## config.mk

```make
export PLATFORM = sky130hd
export DESIGN_NAME = spi_shift_reg
export DESIGN_NICKNAME = d
export VERILOG_FILES = /design/src/rtl/spi_shift_reg.sv
export SDC_FILE = /design/constraint.sdc
export NUM_CORES = 1
export LEC_CHECK = 0
export ABC_AREA = 1
export BUFFER_PORTS_ARGS = -buffer_cell sky130_fd_sc_hd__buf_2
export CORE_MARGIN = 1.5
export CORE_UTILIZATION = 56
export DETAILED_ROUTE_END_ITERATION = 10
export PLACE_DENSITY = 0.84
export SYNTH_ARGS = -nofsm -noshare
export SYNTH_HDL_FRONTEND = slang
export SYNTH_SLANG_ARGS = --single-unit
```

## constraint.sdc

```tcl
create_clock -name clk -period 3.9 [get_ports clk]
set_input_delay 0.585 -clock clk [delete_from_list [all_inputs] [get_ports clk]]
set_output_delay 0.585 -clock clk [all_outputs]
set_load 0.02 [all_outputs]
```

## src/rtl/spi_shift_reg.sv

```systemverilog
// Handshaked N-bit SPI shift engine: loads a word, shifts it out MSB/LSB-first per shift_en tick, captures s_in into rx_data.
// Optional SPI_SHIFT_REG_LOOPBACK_EN adds an lpbk input that rotates s_out back into the register.
module spi_shift_reg #(
  parameter int N         = 8,
  parameter bit LSB_FIRST = 1'b0
) (
  input  logic         clk,
  input  logic         reset_n,
  input  logic         ld_valid,
  output logic         ld_ready,
  input  logic [N-1:0] ld_data,
  input  logic         shift_en,
  input  logic         s_in,
`ifdef SPI_SHIFT_REG_LOOPBACK_EN
  input  logic         lpbk,
`endif
  output logic         s_out,
  output logic         busy,
  output logic         done,
  output logic [N-1:0] rx_data
);

  localparam int CNT_W = (N > 2) ? $clog2(N) : 1;
  localparam logic [CNT_W-1:0] LAST_CNT = CNT_W'(N - 1);

  typedef enum logic [1:0] {
    ST_IDLE,
    ST_SHIFT,
    ST_DONE
  } state_t;

  state_t           state;
  logic [CNT_W-1:0] bit_cnt;
  logic [N-1:0]     sreg;
  logic [N-1:0]     sreg_nxt;
  logic             tx_bit;
  logic             in_bit;

  function automatic logic [N-1:0] shift_in(input logic [N-1:0] v, input logic b);
    if (LSB_FIRST)
      return {b, v[N-1:1]};
    else
      return {v[N-2:0], b};
  endfunction

  always_comb begin
    tx_bit = LSB_FIRST ? sreg[0] : sreg[N-1];
    s_out  = (state == ST_SHIFT) && tx_bit;
`ifdef SPI_SHIFT_REG_LOOPBACK_EN
    in_bit = lpbk ? tx_bit : s_in;
`else
    in_bit = s_in;
`endif
    sreg_nxt = shift_in(sreg, in_bit);
  end

  // Control and status are registered alongside the state so they change on the same edge.
  always_ff @(posedge clk or negedge reset_n) begin
    if (!reset_n) begin
      state    <= ST_IDLE;
      bit_cnt  <= '0;
      sreg     <= '0;
      rx_data  <= '0;
      done     <= 1'b0;
      busy     <= 1'b0;
      ld_ready <= 1'b1;
    end else begin
      case (state)
        ST_IDLE: begin
          if (ld_valid) begin
            sreg     <= ld_data;
            bit_cnt  <= '0;
            state    <= ST_SHIFT;
            ld_ready <= 1'b0;
            busy     <= 1'b1;
          end
        end
        ST_SHIFT: begin
          if (shift_en) begin
            sreg <= sreg_nxt;
            if (bit_cnt == LAST_CNT) begin
              rx_data <= sreg_nxt;
              bit_cnt <= '0;
              state   <= ST_DONE;
              busy    <= 1'b0;
              done    <= 1'b1;
            end else begin
              bit_cnt <= bit_cnt + CNT_W'(1);
            end
          end
        end
        ST_DONE: begin
          state    <= ST_IDLE;
          done     <= 1'b0;
          ld_ready <= 1'b1;
        end
        default: begin
          state    <= ST_IDLE;
          bit_cnt  <= '0;
          done     <= 1'b0;
          busy     <= 1'b0;
          ld_ready <= 1'b1;
        end
      endcase
    end
  end

endmodule
```

Word level (Yosys, flattened, before mapping). Index checks and enable logic that the tools add are counted.

Add/subtract/negate cells: 1. Equal/unequal tests: 6. Muxes and demuxes: 20. Bitwise operators: 3. Reduce and logical (&&, ||, !) cells: 10.

Operators with widths (number): $mux 8 (2); $pmux 8 s2 (1); $reduce_and 3->1 (5); $mux 3 (3); $pmux 3 s3 (1); $mux 1 (6); $mux 2 (3); $ne 2x2->1 const B (2); $pmux 1 s2 (2); $pmux 2 s2 (1); $reduce_and 4->1 (1); $add 3x1->3 const B (1); $eq 3x3->1 const B (1); $not 1->1 (3); $pmux 1 s3 (1); $eq 2x1->1 const B (1); $eq 2x2->1 const B (1); $logic_not 2->1 (1); $ne 2x1->1 const B (1); $reduce_and 2->1 (1); $reduce_bool 2->1 (1); $logic_and 1x1->1 (1).

Register bits after elaboration: 24. Input port bits: 13. Word-level logic and storage cells: 47.

Depth between registers and ports, before layout. Gate-level depths: netlist of the first run.

Depth after elaboration: 4. Gate-level depth with buffers: 8. Depth with buffers taken out: 7.

Worst setup path after synthesis of the first run. No wires, ideal clock.

Path type: reg-to-output. From: register state[1]. To: output s_out. Data arrival time: 1027 ps. Data required time: 3315 ps. Setup slack: 2288 ps. Cell stages (with the launch flop): 5. Cell sequence: dfrtp_1 -> inv_4 -> nand2_4 -> buf_6 -> nor2_1.

Word-level cells in the longest chain between the ends: 2.

Ends and longest elaborated chain: start: declaration (line 32) `state_t state;`; start signal: assignment (line 60) `state <= ST_IDLE;`; start signal: assignment (line 73) `state <= ST_SHIFT;`; start signal: assignment (line 84) `state <= ST_DONE;`; $eq 2x1->1 (line 48) `s_out = (state == ST_SHIFT) && tx_bit;`; $logic_and 1x1->1 (line 48); end: declaration (line 17) `output logic s_out,`.

No other way between the ends.

Worst setup path after layout of the first run.
From: register state[0]. To: output s_out.

The elaborated chain is that of the path after synthesis.

==> impl_metrics.csv, run 1 <==
group,metric,value,unit
synthesis,synth_compound_area_share,14.6,%
status,status,"complete, no violations",
placed_design,gp_congestion,0.865,
detailed_routing,drt_first_pass_iters,4,
cts,cts_resized,0,
run,cap_violations,0,
global_route,grt_max_degree,25,
synthesis,yosys.cell_count.top_type,"nand2_1",
timing,finClkSkew,9.34,ps
setup_path,cp-start-kind,"flip-flop",
floorplan,core,1960,µm²
pwr,peakVddDrop,0.435,mV
global_route,grt_pass1_wl,3470,µm
synthesis,ys_top_cells_by_count,"nand2_1 (36), dfrtp_1 (23), inv_1 (13)",
setup_path,path_class,"flip-flop to output port",
setup_path,ff2ff_path_depth,7,
worst_hold_path,hold_path.class,"primary input to async pin",
detailed_routing,vias,836,
synthesis,async_reset_ff_share,100,%
global_route,first_global_vias,832,
setup_path,path_cells,"nand2_4, nor2_1, buf_2",
global_route,antenna_found_initial,0,
timing,fmaxAchievable,0.511,GHz
detailed_routing,drtIter0Drc,28,
floorplan,top_level_ports,25,
placed_design,placed_area,1260,µm²
synthesis,synth_area_leader_cell,"dfrtp_1",
synthesis,netlist_area,1160,µm²
detailed_routing,wl_met3,65,µm
setup_path,crit_fanout,16,
synthesis,synthCells,124,
detailed_routing,post_drt_wl_per_cell,11.3,µm
synthesis,synth.yosys.seq_area_share,52.1,%
cts,clkTransAtPathRegs,140,ps
synthesis,synth_edf_count,0,
setup_path,r2r_setup_slack,2520,ps
global_route,track_usage,19.4,%
detailed_routing,maxUsedRoutingLayer,"met4",
cts,numCtsBuffers,3,
timing,setup_viol,0,
timing,worst_slew_pin_slew,518,ps
detailed_routing,ant_nets,0,
cts,holdBufCountCts,0,
setup_path,cp.arrival,1370,ps
setup_path,max_stage_delay,610,ps
synthesis,syn_nets,139,
floorplan,dieHeight,48.4,µm
timing,fin_crit_sh,50.1,%
final_layout,fillers,170,
global_route,gr-total-overflow,0,
floorplan,die_width,48.4,µm
detailed_routing,wl_met1,925,µm
pwr,p_leak,0.672,nW
cts,clk_path_buf_depth,2,
cts,clkSinkCount,24,
final_layout,final_layout_size_suffix_gt1_share,30.4,%
synthesis,yosys.area_share.simple,21.6,%
synthesis,synthXorXnorAreaFrac,0,%
timing,rsz0062_at_grt,"no",
timing,timing.slew.headroom,65.4,%
setup_path,slowest_stage,"dfrtp_1",
floorplan,dieArea,2350,µm²
synthesis,synth_top_family_by_area,"simple AND/OR/NAND/NOR gates",
detailed_routing,routed-wl-met2,970,µm
synthesis,ys_types,19,
timing,final.setup.tns,0,ps
setup_path,worst_ep_required_time,3310,ps
final_layout,diodes,0,
cts,post-cts-setup-buffer-count,0,
placed_design,port_buffers,24,
cts,htreeDepth,1,
final_layout,stdcell_area,1300,µm²
pwr,total_power,0.921,mW
synthesis,ys_seq_elements,24,
detailed_routing,drt_wl_total,1980,µm
floorplan,start_util,58.9,%
floorplan,fp-row-count,16,
setup_path,cp-end-kind,"output port",
cts,tritoncts,"yes",
detailed_routing,drc,0,
synthesis,synth_area_per_cell,9.32,µm²
final_layout,fin_nets,164,
synthesis,synth.area.top_cells,"dfrtp_1 (50%), nand2_1 (12%), o21ai_2 (5.3%)",
timing,hold_viol,0,
final_layout,syn_to_final_growth,12.2,%
synthesis,yosys-mux-area-fraction,0,%
synthesis,ys_warn_count,0,
timing,finalMaxSlewViolations,0,
cts,clock-root-buffer,"clkbuf_4",
timing,final.min_clock_period,1960,ps
cts,clock_latency,310,ps
detailed_routing,viasPerCell,4.78,
placed_design,hpwl,1470,µm
final_layout,post-route-util,66.1,%
pwr,powerDensity,710,nW/µm²
synthesis,synth_top_area_share,49.8,%
synthesis,synth_ff_type,"dfrtp_1",
synthesis,synth_fa_ha_area_share,2.16,%
-- cell usage in the layout, fill, tap and decap left out --
cell type / n
buf_2: 24
clkbuf_4: 3
clkbuf_8: 1
dfrtp_1: 23
dfstp_2: 1
ha_1: 2
inv_1: 13
inv_4: 2
nand2_1: 36
nand2_2: 2
nand2_4: 2
nand3_1: 5
nand3_4: 1
nand3b_1: 1
nor2_1: 2
nor2_4: 2
o21a_1: 1
o21ai_0: 11
o21ai_1: 9
o21ai_2: 7
-- sequential cells by signal, indices dropped and copies added (netlist names) --
signal / count
bit_cnt: 3
busy: 1
done: 1
ld_ready: 1
rx_data: 8
sreg: 8
state: 2
-- metal layers --
metal | up-vias | GRT usage [%]
met5 | - | 0
met4 | 0 | 10.5
li1 | 445 | -
met2 | 20 | 31.9
met3 | 2 | 4.01
met1 | 369 | 24.1
-- critical path: cells and delay by family, from the launching register on --
| family | cells | cell delay, ps |
|---|---|---|
| buf+inv | 1 | 160 |
| flops | 1 | 610 |
| simple gates | 2 | 290 |
-- power by group --
part	internal, mW	total [mW]	switching [mW]
Sequential	0.347	0.398	0.0515
Clock	0.0570	0.132	0.0754
Combinational	0.140	0.390	0.250
Total	0.544	0.921	0.377
-- cell families (layout without fill, tap and decap cells) --
kind of cell	Yosys count	in the layout
AND/OR/NAND/NOR	51	51
AO/OA/AOI/OAI	28	28
flip-flops	24	24
buffers and inverters	19	43
adder cells (fa/ha/maj)	2	2
-- per-stage QoR --
step | hold WS [ps] | setup slack [ps] | std cells
after floorplan | 289 | 2290 | 124
after global placement | 453 | 2350 | 171
after detailed placement | 462 | 2300 | 171
after CTS | 241 | 1930 | 175
after global routing | 257 | 1850 | 175
final | 220 | 1940 | 175
-- worst paths after layout --
kind	from	endpoint
worst min register to register	rx_data[1]	rx_data[1]
worst min-delay path	reset_n	rx_data[2]
worst max register to register	bit_cnt[0]	rx_data[7]
max in group asynchronous	reset_n	ld_ready
min in group clk	rx_data[1]	rx_data[1]
worst max-delay path	state[0]	s_out
-- area by class of cell --
cell class                      count  area (µm²)  share of cell area [%]
Inverter                           15        61.3                    4.73
Multi-Input combinational cell     81         444                    34.2
Timing Repair Buffer               24         120                    9.26
Clock buffer                        4        36.3                    2.80
Sequential cell                    24         602                    46.4
Tap cell                           27        33.8                    2.60
(Power assumes the default switching activity.)
==> run 2, diff against run 1 <==
ABC_AREA = 0   (was 1)
CORE_UTILIZATION = 53   (was 56)
PLACE_DENSITY = 0.8   (was 0.84)
clock period = 1.9 ns   (was 3.9 ns; I/O delays follow)
==> run 2 against run 1 <==
  * Synthesized cell count is 33% lower
  * Final area is 9.1% higher
  * Wire length is 2.8% lower
  * Hold slack better by 2.2 ps
  * Critical path type unchanged
  * Critical path depth stayed put
  * Core utilization is 1.5 points lower
  * First-iteration DRC count is 86% lower
==> impl_metrics.csv, run 2 <==
group,metric,value,unit
status,status,"complete, no violations",
pwr,total_power,2.50,mW
floorplan,die_width,50.9,µm
floorplan,dieHeight,50.9,µm
detailed_routing,drtIter0Drc,4,
synthesis,synth_area_leader_cell,"dfrtp_1",
setup_path,max_stage_delay,520,ps
pwr,powerDensity,1770,nW/µm²
final_layout,syn_to_final_growth,16.4,%
synthesis,synth_area_per_cell,14.7,µm²
pwr,internal_power,1.68,mW
cts,tritoncts,"yes",
setup_path,slowest_stage,"dfrtp_1",
final_layout,final_common_cell,"buf_2",
cts,clk_path_buf_depth,2,
synthesis,ys_top_cells_by_count,"dfrtp_1 (23), mux2_4 (16), mux2_2 (8)",
cts,numCtsBuffers,3,
synthesis,ys_warn_count,0,
timing,final.min_clock_period,1640,ps
synthesis,syn_nets,98,
setup_path,path_class,"flip-flop to output port",
placed_design,dp_slack,288,ps
floorplan,dieArea,2590,µm²
placed_design,dp.cells,132,
pwr,sw_frac_of_total,32.9,%
global_route,grt_pass1_wl,3220,µm
synthesis,synth_ff_type,"dfrtp_1",
cts,cts_resized,0,
setup_path,cp.buffers_inverters,1,
setup_path,crit_family,"flip-flops",
detailed_routing,ant_nets,0,
timing,finClkSkew,5.81,ps
pwr,peakVddDrop,1.00,mV
synthesis,yosys.cell_count.top_type,"dfrtp_1",
timing,worst_slew_pin_slew,525,ps
cts,clkSinkCount,24,
cts,htreeDepth,1,
placed_design,hpwl,1410,µm
synthesis,synth.yosys.seq_area_share,49.5,%
setup_path,crit_fanout,8,
placed_design,gp_congestion,0.758,
floorplan,core,2190,µm²
timing,fin_crit_sh,86.2,%
timing,fmaxAchievable,0.611,GHz
final_layout,diodes,0,
worst_hold_path,hold_depth,2,
pwr,power_switching,0.824,mW
synthesis,synthCells,83,
setup_path,cp.arrival,1350,ps
timing,timing.slew.headroom,65.0,%
synthesis,ys_seq_elements,24,
pwr,clockPowerShare,14.4,%
setup_path,cp-start-kind,"flip-flop",
worst_hold_path,hold_path.class,"primary input to flip-flop",
cts,clock-root-buffer,"clkbuf_4",
final_layout,multi_input_area,554,µm²
detailed_routing,post_drt_wl_per_cell,13.8,µm
timing,setup_viol,0,
pwr,p_leak,0.745,nW
global_route,grt_max_degree,25,
synthesis,synth_top_area_share,47.3,%
timing,finalMaxSlewViolations,0,
timing,rsz0062_at_grt,"no",
floorplan,fp-row-count,17,
detailed_routing,drt_first_pass_iters,3,
detailed_routing,viasPerCell,5.21,
synthesis,synth.area.top_cells,"dfrtp_1 (47%), mux2_4 (20%), mux2_2 (7.4%)",
setup_path,path_cells,"nor2b_4, and2_1, buf_2",
timing,hold_viol,0,
detailed_routing,drc,0,
synthesis,netlist_area,1220,µm²
final_layout,fin_cells,140,
global_route,antenna_found_initial,0,
setup_path,ff2ff_path_depth,4,
timing,final.setup.tns,0,ps
final_layout,final_layout_size_suffix_gt1_share,57.1,%
final_layout,fin_nets,128,
setup_path,cp-end-kind,"output port",
floorplan,start_util,55.5,%
detailed_routing,vias,729,
global_route,track_usage,17.1,%
final_layout,register_area,602,µm²
cts,clock_latency,310,ps
pwr,comb_power_share,48.8,%
synthesis,async_reset_ff_share,100,%
placed_design,port_buffers,24,
final_layout,top_regs,"rx_data: 8 flops, sreg: 8 flops, bit_cnt: 3 flops",
setup_path,worst_ep_required_time,1620,ps
final_layout,post-route-util,64.6,%
pwr,seqPwrFrac,36.8,%
setup_path,r2r_setup_slack,340,ps
floorplan,top_level_ports,25,
setup_path,crit_cells,3,
final_layout,fillers,164,
cts,clkTransAtPathRegs,120,ps
synthesis,ys_types,26,
global_route,gr-total-overflow,0,
final_layout,final_cell_mix,"buf_2 (24), dfrtp_1 (23), mux2_4 (16)",
run,cap_violations,0,
timing,layout_setup_ws,263,ps
synthesis,synth_edf_count,0,
global_route,first_global_vias,704,
detailed_routing,drt_wl_total,1930,µm
## run 2: changes by cell type in the layout (fill, tap and decap cells not counted), moves of 3 or more
cell | previous run | this run
buf_4 | 0 | 4
o21ai_0 | 11 | 0
o21ai_1 | 9 | 0
nand2_1 | 36 | 4
inv_1 | 13 | 3
mux2_4 | 0 | 16
o21ai_2 | 7 | 0
o22ai_1 | 0 | 3
mux2_2 | 0 | 8
nand3_1 | 5 | 0
## run 2: final cells by class
cell class                 instances  area share, %
timing repair buffer              29           11.3
inverter                           3          0.796
clock buffer                       3           1.59
clock inverter                     1           2.12
sequential                        24           42.5
multi-input combinational         52           39.2
tap                               28           2.48
## run 2: power by group through the flow
| stage | registers, mW | clock network, mW | logic [mW] |
|---|---|---|---|
| final | 0.920 | 0.359 | 1.22 |
| after global routing | 0.952 | 0.390 | 1.32 |
| after CTS | 0.921 | 0.375 | 1.19 |
| after detailed placement | 0.930 | 0 | 1.19 |
| after global placement | 0.917 | 0 | 1.15 |
| after floorplan | 1.03 | 0 | 0.849 |
## run 2: worst paths after layout
kind | startpoint | to
worst min-delay path | s_in | rx_data[0]
worst max register to register | state[1] | sreg[3]
max in group asynchronous | reset_n | ld_ready
worst min register to register | rx_data[2] | rx_data[2]
min in group asynchronous | reset_n | rx_data[6]
worst max-delay path | state[1] | s_out
## run 2: stage by stage
step	hold WS (ps)	instance area (µm²)
2_1_floorplan	-10.6	1220
3_3_place_gp	286	1330
3_5_place_dp	290	1330
4_1_cts	211	1390
5_1_grt	216	1420
6_report	222	1420
## run 2: layer usage
metal,share of wire [%],vias up,track usage (%)
li1,-,355,-
met1,47,352,21.8
met2,48,18,27.1
met3,3.4,4,2.92
met4,2.1,0,10.4
met5,0,-,0
## run 2: logic make-up (layout without fill, tap and decap cells)
family / count (synthesis) / in the layout / share of synthesized area [%]
AO/OA/AOI/OAI: 10 / 10 / 6.28
adder cells (fa/ha/maj): 2 / 2 / 2.06
buffers and inverters: 7 / 36 / 4.94
flip-flops: 24 / 24 / 49.5
multiplexers: 26 / 26 / 28.8
AND/OR/NAND/NOR: 14 / 14 / 8.44
## run 2: repair_timing
action,in CTS,in global routing
buffers inserted,0,3
endpoints found under the hold margin,23,0
hold buffers,1,0
setup endpoints to repair,0,1
